==> config.mk <==
export PLATFORM = sky130hd
export DESIGN_NAME = sal_axi_addr_arbiter_flat
export DESIGN_NICKNAME = d
export VERILOG_FILES = /design/src/rtl/sal_axi_addr_arbiter_pkg.sv /design/src/rtl/sal_axi_addr_arbiter_if.sv /design/src/rtl/sal_axi_addr_arbiter_cmd_slice.sv /design/src/rtl/sal_axi_addr_arbiter.sv /design/src/flat_wrapper.sv
export SDC_FILE = /design/constraint.sdc
export NUM_CORES = 1
export LEC_CHECK = 0
export CAP_MARGIN = 5
export CORE_ASPECT_RATIO = 0.6
export CORE_MARGIN = 8
export CORE_UTILIZATION = 40
export DETAILED_ROUTE_END_ITERATION = 10
export PLACE_DENSITY = 0.9
export SETUP_SLACK_MARGIN = 0.5
export SLEW_MARGIN = 0
export SYNTH_ARGS = -nofsm -noshare
export SYNTH_HDL_FRONTEND = slang
export SYNTH_HIERARCHICAL = 1
export SYNTH_SLANG_ARGS = --single-unit
==> constraint.sdc <==
create_clock -name clk -period 3.05 [get_ports clk]
set_clock_uncertainty 0.1 [all_clocks]
set_input_delay 0.4575 -clock clk [delete_from_list [all_inputs] [get_ports clk]]
set_output_delay 0.4575 -clock clk [all_outputs]
set_load 0.005 [all_outputs]
==> src/rtl/sal_axi_addr_arbiter_pkg.sv <==
// rtl/sal_axi_addr_arbiter_pkg.sv - shared types for the AW/AR address arbiter
// Holds the arbiter state enum, the merged command record and the default widths.
`ifndef AXI_ADDR_WIDTH
`define AXI_ADDR_WIDTH 32
`endif
`ifndef AXI_ID_WIDTH
`define AXI_ID_WIDTH 4
`endif

package sal_arb_pkg;

    localparam int ARB_LEN_W = 4;

    typedef enum logic {
        NORMAL   = 1'b0,
        WR_FORCE = 1'b1
    } arb_state_t;

    typedef struct packed {
        logic                       wr;
        logic [`AXI_ID_WIDTH-1:0]   id;
        logic [`AXI_ADDR_WIDTH-1:0] addr;
        logic [ARB_LEN_W-1:0]       len;
        logic [2:0]                 size;
        logic [1:0]                 burst;
    } axi_cmd_t;

endpackage

==> src/rtl/sal_axi_addr_arbiter_if.sv <==
// rtl/sal_axi_addr_arbiter_if.sv - AW/AR address channels plus merged command stream
// slave modport: arbiter side (AW/AR in, cmd out); master modport: the surrounding logic.
interface sal_axi_addr_arbiter_if #(
    parameter int ADDR_WIDTH = `AXI_ADDR_WIDTH,
    parameter int ID_WIDTH   = `AXI_ID_WIDTH,
    parameter int ADDR_LEN   = 4
);
    logic                  awvalid;
    logic                  awready;
    logic [ID_WIDTH-1:0]   awid;
    logic [ADDR_WIDTH-1:0] awaddr;
    logic [ADDR_LEN-1:0]   awlen;
    logic [2:0]            awsize;
    logic [1:0]            awburst;

    logic                  arvalid;
    logic                  arready;
    logic [ID_WIDTH-1:0]   arid;
    logic [ADDR_WIDTH-1:0] araddr;
    logic [ADDR_LEN-1:0]   arlen;
    logic [2:0]            arsize;
    logic [1:0]            arburst;

    logic                  cmd_valid;
    logic                  cmd_ready;
    logic                  cmd_wr;
    logic [ID_WIDTH-1:0]   cmd_id;
    logic [ADDR_WIDTH-1:0] cmd_addr;
    logic [ADDR_LEN-1:0]   cmd_len;
    logic [2:0]            cmd_size;
    logic [1:0]            cmd_burst;

    logic [ADDR_LEN:0]     wdata_beats;

    modport slave (
        input  awvalid, awid, awaddr, awlen, awsize, awburst,
        input  arvalid, arid, araddr, arlen, arsize, arburst,
        input  cmd_ready, wdata_beats,
        output awready, arready,
        output cmd_valid, cmd_wr, cmd_id, cmd_addr, cmd_len, cmd_size, cmd_burst
    );

    modport master (
        output awvalid, awid, awaddr, awlen, awsize, awburst,
        output arvalid, arid, araddr, arlen, arsize, arburst,
        output cmd_ready, wdata_beats,
        input  awready, arready,
        input  cmd_valid, cmd_wr, cmd_id, cmd_addr, cmd_len, cmd_size, cmd_burst
    );
endinterface

==> src/rtl/sal_axi_addr_arbiter_cmd_slice.sv <==
// rtl/sal_axi_addr_arbiter_cmd_slice.sv - one-entry valid/ready register stage for axi_cmd_t
// Ports: clk, rst_n; in_valid/in_data (no ready: caller only offers when load=1);
// load = stage can accept this cycle; out_valid/out_ready/out_data downstream.
module sal_cmd_slice
    import sal_arb_pkg::*;
(
    input  logic     clk,
    input  logic     rst_n,
    input  logic     in_valid,
    input  axi_cmd_t in_data,
    output logic     load,
    output logic     out_valid,
    input  logic     out_ready,
    output axi_cmd_t out_data
);

    // Empty or draining this cycle: accept a new entry, giving full throughput.
    assign load = !out_valid || out_ready;

    always_ff @(posedge clk) begin
        if (!rst_n) begin
            out_valid <= 1'b0;
            out_data  <= '0;
        end else if (load) begin
            out_valid <= in_valid;
            if (in_valid) begin
                out_data <= in_data;
            end
        end
    end

endmodule

==> src/rtl/sal_axi_addr_arbiter.sv <==
// rtl/sal_axi_addr_arbiter.sv - read-priority AW/AR merge with write-starvation limit
// Ports: clk, rst_n (sync, active-low); bus (slave modport): AW/AR address channels in,
// registered merged command out, wdata_beats for the optional gate.
// Optional macro SAL_ARB_WDATA_GATE_EN: AW is eligible only when wdata_beats >= awlen+1.
module sal_axi_addr_arbiter
    import sal_arb_pkg::*;
#(
    parameter int ADDR_WIDTH      = `AXI_ADDR_WIDTH,
    parameter int ID_WIDTH        = `AXI_ID_WIDTH,
    parameter int ADDR_LEN        = ARB_LEN_W,
    parameter int WR_STARVE_LIMIT = 4
) (
    input logic                   clk,
    input logic                   rst_n,
    sal_axi_addr_arbiter_if.slave bus
);

    localparam int CNT_W = (WR_STARVE_LIMIT > 0) ? $clog2(WR_STARVE_LIMIT + 1) : 1;
    localparam logic [CNT_W-1:0] LIMIT_C = CNT_W'(WR_STARVE_LIMIT);

    arb_state_t       state, state_nxt;
    logic [CNT_W-1:0] starve_cnt, starve_nxt;
    logic             load;
    logic             aw_elig;
    logic             force_aw;
    logic             grant_aw;
    logic             grant_ar;
    axi_cmd_t         cmd_in;
    axi_cmd_t         cmd_out;

    logic [ID_WIDTH-1:0]   gnt_id;
    logic [ADDR_WIDTH-1:0] gnt_addr;
    logic [ADDR_LEN-1:0]   gnt_len;
    logic [2:0]            gnt_size;
    logic [1:0]            gnt_burst;

`ifdef SAL_ARB_WDATA_GATE_EN
    assign aw_elig = bus.awvalid &&
                     (bus.wdata_beats >= ({1'b0, bus.awlen} + {{ADDR_LEN{1'b0}}, 1'b1}));
`else
    logic unused_wdata_beats;
    assign unused_wdata_beats = ^bus.wdata_beats;
    assign aw_elig = bus.awvalid;
`endif

    // A zero limit means an eligible write always wins, even before the FSM reacts.
    assign force_aw = (state == WR_FORCE) || ((WR_STARVE_LIMIT == 0) && aw_elig);

    assign grant_aw = rst_n && load && aw_elig && (force_aw || !bus.arvalid);
    assign grant_ar = rst_n && load && bus.arvalid && !force_aw;

    assign bus.awready = grant_aw;
    assign bus.arready = grant_ar;

    assign gnt_id    = grant_aw ? bus.awid    : bus.arid;
    assign gnt_addr  = grant_aw ? bus.awaddr  : bus.araddr;
    assign gnt_len   = grant_aw ? bus.awlen   : bus.arlen;
    assign gnt_size  = grant_aw ? bus.awsize  : bus.arsize;
    assign gnt_burst = grant_aw ? bus.awburst : bus.arburst;
    assign cmd_in    = '{wr: grant_aw, id: gnt_id, addr: gnt_addr, len: gnt_len,
                         size: gnt_size, burst: gnt_burst};

    always_comb begin
        state_nxt  = state;
        starve_nxt = starve_cnt;
        if (grant_aw) begin
            starve_nxt = '0;
        end else if (grant_ar && aw_elig && (starve_cnt != LIMIT_C)) begin
            starve_nxt = starve_cnt + CNT_W'(1);
        end
        case (state)
            NORMAL: begin
                if (aw_elig && (starve_nxt == LIMIT_C)) begin
                    state_nxt = WR_FORCE;
                end
            end
            WR_FORCE: begin
                // Raw awvalid here: a gated-off AW keeps the force until it is granted.
                if (grant_aw || !bus.awvalid) begin
                    state_nxt = NORMAL;
                end
            end
            default: state_nxt = NORMAL;
        endcase
    end

    always_ff @(posedge clk) begin
        if (!rst_n) begin
            state      <= NORMAL;
            starve_cnt <= '0;
        end else begin
            state      <= state_nxt;
            starve_cnt <= starve_nxt;
        end
    end

    sal_cmd_slice u_slice (
        .clk       (clk),
        .rst_n     (rst_n),
        .in_valid  (grant_aw || grant_ar),
        .in_data   (cmd_in),
        .load      (load),
        .out_valid (bus.cmd_valid),
        .out_ready (bus.cmd_ready),
        .out_data  (cmd_out)
    );

    assign bus.cmd_wr    = cmd_out.wr;
    assign bus.cmd_id    = cmd_out.id;
    assign bus.cmd_addr  = cmd_out.addr;
    assign bus.cmd_len   = cmd_out.len;
    assign bus.cmd_size  = cmd_out.size;
    assign bus.cmd_burst = cmd_out.burst;

endmodule

==> src/flat_wrapper.sv <==
// flat-port wrapper written by rule: the top's interface ports become plain ports
module sal_axi_addr_arbiter_flat import sal_arb_pkg::*;
#(
    parameter int ADDR_WIDTH      = `AXI_ADDR_WIDTH,
    parameter int ID_WIDTH        = `AXI_ID_WIDTH,
    parameter int ADDR_LEN        = ARB_LEN_W,
    parameter int WR_STARVE_LIMIT = 4
)
  (clk, rst_n, bus_awvalid, bus_awid, bus_awaddr, bus_awlen, bus_awsize, bus_awburst, bus_arvalid, bus_arid, bus_araddr, bus_arlen, bus_arsize, bus_arburst, bus_cmd_ready, bus_wdata_beats, bus_awready, bus_arready, bus_cmd_valid, bus_cmd_wr, bus_cmd_id, bus_cmd_addr, bus_cmd_len, bus_cmd_size, bus_cmd_burst);
  sal_axi_addr_arbiter_if #(.ADDR_WIDTH(ADDR_WIDTH), .ID_WIDTH(ID_WIDTH), .ADDR_LEN(ADDR_LEN)) bus_i ();
  input logic clk;
  input logic rst_n;
  input wire logic [$bits(bus_i.awvalid)-1:0] bus_awvalid;
  input wire logic [$bits(bus_i.awid)-1:0] bus_awid;
  input wire logic [$bits(bus_i.awaddr)-1:0] bus_awaddr;
  input wire logic [$bits(bus_i.awlen)-1:0] bus_awlen;
  input wire logic [$bits(bus_i.awsize)-1:0] bus_awsize;
  input wire logic [$bits(bus_i.awburst)-1:0] bus_awburst;
  input wire logic [$bits(bus_i.arvalid)-1:0] bus_arvalid;
  input wire logic [$bits(bus_i.arid)-1:0] bus_arid;
  input wire logic [$bits(bus_i.araddr)-1:0] bus_araddr;
  input wire logic [$bits(bus_i.arlen)-1:0] bus_arlen;
  input wire logic [$bits(bus_i.arsize)-1:0] bus_arsize;
  input wire logic [$bits(bus_i.arburst)-1:0] bus_arburst;
  input wire logic [$bits(bus_i.cmd_ready)-1:0] bus_cmd_ready;
  input wire logic [$bits(bus_i.wdata_beats)-1:0] bus_wdata_beats;
  output wire logic [$bits(bus_i.awready)-1:0] bus_awready;
  output wire logic [$bits(bus_i.arready)-1:0] bus_arready;
  output wire logic [$bits(bus_i.cmd_valid)-1:0] bus_cmd_valid;
  output wire logic [$bits(bus_i.cmd_wr)-1:0] bus_cmd_wr;
  output wire logic [$bits(bus_i.cmd_id)-1:0] bus_cmd_id;
  output wire logic [$bits(bus_i.cmd_addr)-1:0] bus_cmd_addr;
  output wire logic [$bits(bus_i.cmd_len)-1:0] bus_cmd_len;
  output wire logic [$bits(bus_i.cmd_size)-1:0] bus_cmd_size;
  output wire logic [$bits(bus_i.cmd_burst)-1:0] bus_cmd_burst;
  assign bus_i.awvalid = bus_awvalid;
  assign bus_i.awid = bus_awid;
  assign bus_i.awaddr = bus_awaddr;
  assign bus_i.awlen = bus_awlen;
  assign bus_i.awsize = bus_awsize;
  assign bus_i.awburst = bus_awburst;
  assign bus_i.arvalid = bus_arvalid;
  assign bus_i.arid = bus_arid;
  assign bus_i.araddr = bus_araddr;
  assign bus_i.arlen = bus_arlen;
  assign bus_i.arsize = bus_arsize;
  assign bus_i.arburst = bus_arburst;
  assign bus_i.cmd_ready = bus_cmd_ready;
  assign bus_i.wdata_beats = bus_wdata_beats;
  assign bus_awready = bus_i.awready;
  assign bus_arready = bus_i.arready;
  assign bus_cmd_valid = bus_i.cmd_valid;
  assign bus_cmd_wr = bus_i.cmd_wr;
  assign bus_cmd_id = bus_i.cmd_id;
  assign bus_cmd_addr = bus_i.cmd_addr;
  assign bus_cmd_len = bus_i.cmd_len;
  assign bus_cmd_size = bus_i.cmd_size;
  assign bus_cmd_burst = bus_i.cmd_burst;
  sal_axi_addr_arbiter #(.ADDR_WIDTH(ADDR_WIDTH), .ID_WIDTH(ID_WIDTH), .ADDR_LEN(ADDR_LEN), .WR_STARVE_LIMIT(WR_STARVE_LIMIT)) u_core (.clk(clk), .rst_n(rst_n), .bus(bus_i));
endmodule
### Word-level counts from Yosys, hierarchy flattened

Cells that the tools add are included.

| word-level totals | value |
|---|---|
| word-level logic and storage cells | 40 |
| output and inout port bits | 49 |
| input bits | 100 |
| flip-flop bits (word level) | 51 |

| operators by class | value |
|---|---|
| reductions and logical operators | 17 |
| bitwise gates (word level) | 1 |
| multiplexer cells | 10 |
| add/sub/neg operators | 1 |
| eq/ne operators | 2 |

Operator list:

| operator | count |
|---|---|
| two-way mux 32 bit | 1 |
| two-way mux 3 bit | 3 |
| logical AND 1 bit | 8 |
| two-way mux 4 bit | 2 |
| zero test 1 bit | 4 |
| logical OR 1 bit | 4 |
| adder 3 x 1 -> 3 bit (second input constant) | 1 |
| equality test 3 bit (second input constant) | 1 |
| != test 3 bit (second input constant) | 1 |
| two-way mux 1 bit | 2 |
| two-way mux 2 bit | 1 |
| case mux 1 bit (2 select lines) | 1 |
| AND reduction 2 bit | 1 |
| inverter 1 bit | 1 |

### Longest topological paths before layout

| logic depth | value |
|---|---|
| depth after elaboration | 13 |
| depth in mapped cells | 9 |
| depth with buffers taken out | 6 |

### Hierarchy

The synthesis kept the hierarchy.

By module, submodules not included:

| module | instances | cells each | area each (µm²) | sequential area each (µm²) |
|---|---|---|---|---|
| sal_cmd_slice | 1 | 204 | 1920.6 | 940.9 |
| sal_axi_addr_arbiter | 1 | 83 | 925.9 | 80.1 |

### Worst setup path before layout

Ideal clock, no wire load.

| timing | value |
|---|---|
| path type | input -> register |
| from | input bus_cmd_ready |
| to | register u_core/u_slice/out_data[0] (netlist name) |
| path slack | 0.941 ns |
| required time | 2.832 ns |
| data arrival time | 1.891 ns |
| buffers on the path | 3 |
| stages | 9 |
| library setup time | 0.118 ns |
| cell sequence | nand2b_4 -> and3_4 -> nor2b_4 -> buf_4 -> or2_2 -> and2_4 -> buf_12 -> buf_12 -> mux2i_1 |

| on the way | value |
|---|---|
| word-level cells in the longest chain between the ends | 6 |
| elaborated cells between the ends (all ways) | 9 |
| those cells by class | mux: 1; reduce/logical: 8 |

RTL lines:

| item | RTL line | RTL |
|---|---|---|
| start, declared | flat_wrapper.sv:25 | `input wire logic [$bits(bus_i.cmd_ready)-1:0] bus_cmd_ready;` |
| logical OR 1 bit (*) | sal_axi_addr_arbiter_cmd_slice.sv:18 | `assign load = !out_valid \|\| out_ready;` |
| logical AND 1 bit (*) (3 in series) | sal_axi_addr_arbiter.sv:49 | `assign grant_aw = rst_n && load && aw_elig && (force_aw \|\| !bus.arvalid);` |
| named net bus_awready | flat_wrapper.sv:27 | `output wire logic [$bits(bus_i.awready)-1:0] bus_awready;` |
| logical OR 1 bit | sal_axi_addr_arbiter.sv:100 | `.in_valid (grant_aw \|\| grant_ar),` |
| AND reduction 2 bit (no source line) | n/a |  |
| end signal, assigned | sal_axi_addr_arbiter_cmd_slice.sv:27 | `out_data <= in_data;` |
| end, declared | sal_axi_addr_arbiter_cmd_slice.sv:14 | `output axi_cmd_t out_data` |

Mark *: on every way through the listed nets, which the timed path passes. The rest lies on a longest branch.
A chain may end at the register's enable or synchronous reset.

### Final worst setup path

| timing | value |
|---|---|
| from | input bus_cmd_ready |
| to | register u_core/u_slice/out_data[8] (netlist name) |

| on the way | value |
|---|---|
| word-level cells in the longest chain between the ends | 6 |
| elaborated cells between the ends (all ways) | 9 |
| those cells by class | mux: 1; reduce/logical: 8 |

RTL lines:

| item | RTL line | RTL |
|---|---|---|
| logical OR 1 bit (*) | sal_axi_addr_arbiter_cmd_slice.sv:18 |  |
| named net u_core.load | sal_axi_addr_arbiter.sv:23 | `logic load;` |
| logical AND 1 bit | sal_axi_addr_arbiter.sv:49, sal_axi_addr_arbiter.sv:50 |  |
| logical AND 1 bit, on equally long branches (2 in series) | sal_axi_addr_arbiter.sv:49, sal_axi_addr_arbiter.sv:50 |  |
| logical OR 1 bit | sal_axi_addr_arbiter.sv:100 |  |
| AND reduction 2 bit (no source line) | n/a |  |

Marks and branches as above.

==> results.ini <==
[clock_tree]
cts_made_buffers = 5
tritoncts = done
clock_insertion_delay_worst_skew_ns = 0.28
buffer_levels_on_the_longest_clock_path = 2
clock_sink_count = 51
cts.root.buffer_cell = clkbuf_16
h-tree-depth = 2
clkSlewWorstSetupHoldPaths_ns = 0.07

[synthesis]
syn_area_per_cell_um2 = 9.918
combinational_family_with_the_most_area_after_synthesis = multiplexers
synth_seq_area_share_pct = 35.87
yosysWarningCount = 6
synth.largest_area_cell = dfxtp_1
synth-adder-area-share_pct = 0.8791
netlist_area_before_placement_um2 = 2846
synth-main-ff-cell = dfxtp_1
ys_async_sr_fraction_pct = 0
yosys.area_share.xor_xnor_pct = 0.3077
yosys_register_bits = 51
post_synth_mux_area_share_pct = 37.32
synthesized_netlist_cell_count = 287
yosysMostFrequentCell = nand2_1
post_synth_most_frequent_cells = 93 x nand2_1, 51 x dfxtp_1, 48 x mux2i_1
nets_in_the_synthesized_netlist = 389
synth_compound_area_share_pct = 1.231
synth_top_cell_area_share_pct = 35.87
yosysUniqueCellTypes = 30
synth.area.top_cells = dfxtp_1 36%, mux2i_1 17%, nand2_1 12%
synth_simple_gate_area_share_pct = 16.48
count_of_flip_flops_with_a_built_in_enable_after_synthesis = 0

[global_route]
grt_overflow = 0
gr-usage-all-layers_pct = 15.45
grt_first_pass_wirelength_mm = 12.83
grt_max_degree = 59
grt_antenna_before_repair = 0
vias_in_the_first_global_route = 2548

[worst_setup_path]
timing.reg2reg.worst_path_depth = 6
cp-start-kind = primary input
worstPathRequired_ns = 3.16
cpPeakStageDelay_ns = 0.65
cell_with_the_largest_stage_delay_on_the_worst_path = and2_2
worstSetupEndpoint = u_core/u_slice/out_data[8]
cp.arrival_ns = 2.54
critPathCaptureType = flop
cp_cell_sequence = clkdlybuf4s50_1 -> nand2b_4 -> and3_4 -> nor2b_4 -> or2_2 -> and2_2 -> mux2i_1
crit-reg2reg-capture = u_core/u_slice/out_data[8]
crit_path_max_fanout = 23
critical_path.startpoint = bus_cmd_ready
timing.rr.start = u_core/u_slice/out_valid
path_class = primary input to flop
worst-r2r-setup-slack_ns = 0.95

[sta]
final_max_slew_viol_count = 0
setup_repair_after_global_routing_missed_its_margin = false
final_cycle_share_pct = 79.70
tightestPinTransition_ns = 0.7603
report.final.hold_viol_count = 0
fmax_mhz = 411.4
layout_setup_ws_ns = 0.6192
timing.final.crit_period_ns = 2.431
finalSetupTns_ns = 0
timing.max_slew.rel_slack_pct = 49.31
finalSetupViolations = 0

[final_layout]
layout.cell_area.non_filler_um2 = 4372
layout-drive-gt1-share_pct = 15.13
finish.net_count = 524
area_growth_syn_to_layout_pct = 53.58
antenna_diode_instance_count = 0

[die]
floorplan.die.height_um = 81.35
core_region_area_um2 = 6792
fp.dieArea_um2 = 10160
placementRows = 23
initial_standard_cell_utilization_of_the_core_pct = 41.91
fp.dieW_um = 124.9
boundary_pin_count = 149

[pwr]
finalPower_w = 0.001752
cellPowerDensity_nw_per_um2 = 400.8
leakagePower_nw = 1.756
max-vdd-ir-drop_mv = 0.2469

[placement]
io_buffers = 143
dp_hpwl_mm = 6.220
gp_congestion = 0.6594
post-place-ws_ns = 0.3397
placement.cell_area_um2 = 4205

[drt]
routedWlPerCell_um = 15.98
vias = 2454
drt-total-wl_mm = 8.150
drt_iter0_markers = 100
drtAntennaViolNets = 0
detail_route.vias_per_cell = 4.812
drtPass1Iterations = 4
post-route-drc-count = 0

[outcome]
outcome = complete, no violations

[worst_hold_path]
timing.hold.worst.class = flop to flop
worst_hold_path.num_cells = 2

[run]
timing.max_cap.violations = 0

==> per-stage QoR <==
step / hold WS [ns] / cells / utilization, %
detailed placement: 0.3485 / 501 / 61.92
global placement: 0.3403 / 501 / 61.92
global route: 0.3721 / 510 / 64.37
floorplan: 0.3372 / 287 / -
CTS: 0.3574 / 509 / 64.22
finish: 0.3553 / 510 / 64.37
==> how the worst min path moves through the flow <==
stage,from,end
global route,u_core/u_slice/out_data[2],u_core/u_slice/out_data[2]
finish,u_core/u_slice/out_data[2],u_core/u_slice/out_data[2]
global placement,u_core/u_slice/out_data[32],u_core/u_slice/out_data[32]
CTS,u_core/u_slice/out_data[2],u_core/u_slice/out_data[2]
detailed placement,u_core/u_slice/out_data[2],u_core/u_slice/out_data[2]
floorplan,u_core/force_aw,u_core/force_aw
==> final cells by class <==
class	count	area, um2
clock buffers	8	156.4
flip-flops and latches	51	1021
fillers	553	2420
inverters	5	18.77
well taps	87	108.9
multi-input cells	212	1608
repair buffers	147	1459
==> state kept, by name, summed over array words and instances, names as in the netlist <==
signal / cells
u_core/force_aw: 1
u_core/starve_cnt: 3
u_core/u_slice/out_data: 46
u_core/u_slice/out_valid: 1
==> power by group <==
part           switching, W  internal, W
sequential        0.0000231     0.000712
combinational      0.000151     0.000287
clock              0.000230     0.000350
==> timing repair <==
item,in CTS,in global routing
gates resized for setup,0,1
hold buffers,0,0
setup endpoints to repair,0,3
setup buffers,0,0
==> metal layers <==
metal / share of wire (%) / wire (um) / track usage [%] / vias to the layer above
li1: - / - / - / 1223
met1: 45 / 3696 / 17.96 / 1149
met2: 48 / 3939 / 27.83 / 80
met3: 5.8 / 471 / 4.967 / 2
met4: 0.52 / 42 / 3.257 / 0
met5: 0 / 0 / 0 / -
==> critical path, delay by kind of cell <==
family,cells,cell delay (ns)
multiplexers,1,0.28
buffers and inverters,1,0.45
AND/OR/NAND/NOR,5,1.33
==> placed cells by master, fill, tap and decap left out, drive strengths merged <==
cell and count:
and2b 1, mux2 45, a21boi 1, o211ai 1, nand3 1, and3 3
or2 1, or2b 1, nand2 93, and2 2, ha 2, nand2b 1
mux2i 48, o21ai 1, dlymetal6s2s 1, nand4 1, clkbuf 8, buf 5
inv 5, nor2b 2, xnor2 1, nor2 5, a211oi 1, o31ai 1
clkdlybuf4s50 141, dfxtp 51
==> cell families (layout without fill, tap and decap cells) <==
| group | Yosys count | after routing |
|---|---|---|
| AO/OA/AOI/OAI | 5 | 5 |
| AND/OR/NAND/NOR | 110 | 111 |
| buffers and inverters | 25 | 160 |
| flip-flops | 51 | 51 |
| multiplexers | 93 | 93 |
| XOR/XNOR | 1 | 1 |
| adder cells (fa/ha/maj) | 2 | 2 |
(Power assumes the default switching activity.)
==> variant 1, RTL diff (config.mk and constraints unchanged) <==
Change the macro `AXI_ADDR_WIDTH` from 32 to 16.
--- a/src/rtl/sal_axi_addr_arbiter_pkg.sv
+++ b/src/rtl/sal_axi_addr_arbiter_pkg.sv
@@ -1,7 +1,7 @@
 // rtl/sal_axi_addr_arbiter_pkg.sv - shared types for the AW/AR address arbiter
 // Holds the arbiter state enum, the merged command record and the default widths.
 `ifndef AXI_ADDR_WIDTH
-`define AXI_ADDR_WIDTH 32
+`define AXI_ADDR_WIDTH 16
 `endif
 `ifndef AXI_ID_WIDTH
 `define AXI_ID_WIDTH 4
Interface: changed (resized bus_araddr, bus_awaddr and bus_cmd_addr); port bits go from 149 to 101. The function was not compared with the original's and may differ.
==> variant 1 against the original RTL <==
- routed wire length is 37% lower
- synthesized area is 27% lower
- count of clock-buffer cells in the layout stayed put
- cell area is 30% lower
- die area is 23% lower
- global-route usage is 2.2 points lower
- sequential cell count is 16 lower
- via count is 33% lower
- sequential power is 32% lower
- total power is 33% lower
- setup slack better by 31 ps
- utilization is 3.6 points lower
- critical endpoint is now bus_arready
- largest power group unchanged
==> variant 1: results <==
metrics = {
    "status": {
        "status": "finished clean",
    },
    "synthesis": {
        "synth-xor-area-share_pct": 0.423,
        "synth_fa_ha_area_share_pct": 1.21,
        "synth.area.mux_share_pct": 36.4,
        "synth_nets": 272,
        "synth.cells.most_frequent": "61 x nand2_1, 35 x dfxtp_1, 32 x mux2i_1",
        "synth_compound_area_share_pct": 1.69,
        "synth_cell_types": 28,
    },
    "min_path": {
        "hp-start": "u_core/u_slice/out_data[12]",
    },
    "global_routing": {
        "grt_use_total_pct": 13.2,
        "grt_use_met1_pct": 16.4,
        "use_met2_pct": 19.2,
        "grt_pass1_wl_um": 8420,
        "grt_util_met3_pct": 7.97,
    },
    "layout": {
        "nets": 363,
        "final_cells": 360,
        "num-fill-cells": 409,
        "drive_above_1_share_pct": 17.0,
    },
    "placed_design": {
        "portBuffers": 95,
        "place.detailed.hpwl_um": 3950,
        "dp_cells": 352,
    },
    "detailed_routing": {
        "drt_iter0_markers": 39,
        "vias": 1652,
    },
    "critical_path": {
        "crit_fanout": 6,
        "crit_slowest_cell": "clkdlybuf4s50_1",
        "r2r_setup_slack_ps": 1130,
        "critPathMaxStageDelay_ps": 500,
        "critPathArrivalTime_ps": 1840,
        "regToRegEndpoint": "u_core/u_slice/out_data[1]",
    },
    "clock_network": {
        "cts-root-buf": "clkbuf_8",
    },
    "pwr": {
        "leakagePower_uw": 0.00127,
    },
    "timing": {
        "worst_pin_slew_ps": 533,
        "whs_ps": 360,
    },
}
## variant 1: per-layer routing
metal	vias to the layer above	routed length, um
met2	71	2070
met5	-	0
met3	2	759
met1	727	2330
li1	852	-
met4	0	11
## variant 1: how the worst max path moves through the flow
stage,endpoint,slack [ps],cells after the start
global placement,u_core/u_slice/out_data[1],500,8
CTS,bus_awready,530,5
global route,bus_arready,620,4
floorplan,u_core/u_slice/out_data[0],880,10
detailed placement,u_core/u_slice/out_data[1],470,8
finish,bus_arready,650,4
## variant 1: timing repair
item	4_1_cts	5_1_grt
setup endpoints to repair	0	1
hold buffers	0	0
resized for setup	0	1
## variant 1: cells by family after synthesis
logic type,after synthesis
adder cells (fa/ha/maj),2
buffers and inverters,20
multiplexers,61
flip-flops,35
AND/OR/NAND/NOR,78
XOR/XNOR,1
AO/OA/AOI/OAI,5
## variant 1: per-stage QoR
step | total power, uW | area, sq um
6_report | 1180 | 3060
5_1_grt | 1250 | 3060
4_1_cts | 1190 | 3060
3_5_place_dp | 816 | 2960
3_3_place_gp | 809 | 2960
2_1_floorplan | 677 | 2070
## variant 1: final cells by class
| class | instances | area [sq um] | share of cell area, % |
|---|---|---|---|
| inverter | 5 | 18.8 | 0.614 |
| tap | 66 | 82.6 | 2.70 |
| multi-input combinational | 147 | 1180 | 38.5 |
| clock buffer | 8 | 100 | 3.27 |
| sequential | 35 | 701 | 22.9 |
| timing repair buffer | 99 | 978 | 32.0 |
## variant 1: power by group
group	total, uW	leakage [uW]	internal (uW)	switching (uW)
Sequential	503	0.000286	488	15.3
Combinational	301	0.000932	201	101
Clock	372	0.0000515	206	165
## variant 1: critical path, delay by kind of cell
family,cells,cell delay [ps]
buf+inv,2,960
simple gates,2,420
==> variant 2, RTL diff (config.mk and constraints unchanged) <==
Without the edit above. Reset style: asynchronous (`rst_n`), changed in 2 clocked blocks.
--- a/src/rtl/sal_axi_addr_arbiter_cmd_slice.sv
+++ b/src/rtl/sal_axi_addr_arbiter_cmd_slice.sv
@@ -17,7 +17,7 @@
     // Empty or draining this cycle: accept a new entry, giving full throughput.
     assign load = !out_valid || out_ready;
 
-    always_ff @(posedge clk) begin
+    always_ff @(posedge clk or negedge rst_n) begin
         if (!rst_n) begin
             out_valid <= 1'b0;
             out_data  <= '0;
--- a/src/rtl/sal_axi_addr_arbiter.sv
+++ b/src/rtl/sal_axi_addr_arbiter.sv
@@ -84,7 +84,7 @@
         endcase
     end
 
-    always_ff @(posedge clk) begin
+    always_ff @(posedge clk or negedge rst_n) begin
         if (!rst_n) begin
             state      <= NORMAL;
             starve_cnt <= '0;
Formal check against the unedited RTL: differs if rst_n is asserted again (counterexample within 4 cycles, from zero or initial values and one cycle with rst_n low); with rst_n held inactive, the same outputs for 10 cycles.
==> variant 2 against the original RTL <==
- first-iteration DRC count is 62% lower
- synthesized area is 2.9% lower
- setup slack worse by 32 ps
- final cell count is 17% lower
- routed wire length is 1.4% lower
- die area is 2.5% lower
- cell area is 1.3% higher
- sequential cell count stayed put
- highest routed layer is now met5
Power is not compared: it rests on default switching activity, and its combinational part moved more than twofold at a synthesized area within 25%.
==> variant 2: results <==
metrics = {
    "status": {
        "status": "finished clean",
    },
    "critical_path": {
        "r2r_setup_slack_ps": 980,
        "critPathArrivalTime_ps": 1910,
        "crit_fanout": 5,
    },
    "placed_design": {
        "placed_cell_area_sq_mm": 0.00427,
        "place.detailed.hpwl_um": 6280,
        "dp_cells": 412,
        "finalWeightedCongestion": 0.811,
    },
    "global_routing": {
        "antenna_found_initial": 1,
        "grt_max_degree": 47,
        "grt_use_met1_pct": 18.1,
        "grt_util_met3_pct": 6.72,
        "grt_pass1_vias": 2328,
    },
    "synthesis": {
        "synth.cells.most_frequent": "51 x dfrtp_1, 49 x mux2_2, 40 x mux2_4",
        "synth_nets": 286,
        "synthArstFlopShare_pct": 100,
        "synth-xor-area-share_pct": 0,
        "syn-instance-count": 184,
        "synth-seq-area-share_pct": 46.2,
        "ys_top_cells_by_area": "dfrtp_1 46%, mux2_4 22%, mux2_2 20%",
    },
    "timing": {
        "worst_pin_slew_ps": 531,
        "whs_ps": 212,
    },
    "detailed_routing": {
        "routed_via_density": 4.91,
        "drt_iter0_markers": 38,
        "top_layer": "met5",
        "routed_wl_um": 8030,
        "route.met3.wl_um": 841,
    },
    "layout": {
        "num-fill-cells": 501,
        "multi_input_area_sq_mm": 0.00139,
        "final_cells": 422,
    },
}
## variant 2: worst max-delay path by stage
stage / start / endpoint / slack, ps / cells after the start
after CTS: bus_cmd_ready / bus_awready / 510 / 5
after global placement: bus_cmd_ready / bus_awready / 430 / 5
final: bus_cmd_ready / bus_awready / 590 / 5
after detailed placement: bus_cmd_ready / u_core/u_slice/out_data[24] / 370 / 7
after global routing: bus_cmd_ready / bus_awready / 540 / 5
after floorplan: bus_cmd_ready / u_core/u_slice/out_data[0] / 1030 / 6
## variant 2: area by class of cell
class,instances,share of cell area [%]
timing repair buffer,151,33.9
tap,87,2.46
sequential,51,28.8
inverter,3,0.254
clock inverter,3,0.339
multi-input combinational,122,31.4
clock buffer,5,2.83
## variant 2: power groups by stage
stage	Combinational, uW	Clock, uW	Sequential, uW
2_1_floorplan	402	0	974
3_3_place_gp	944	0	958
3_5_place_dp	968	0	973
4_1_cts	976	550	965
5_1_grt	1030	585	987
6_report	960	536	963
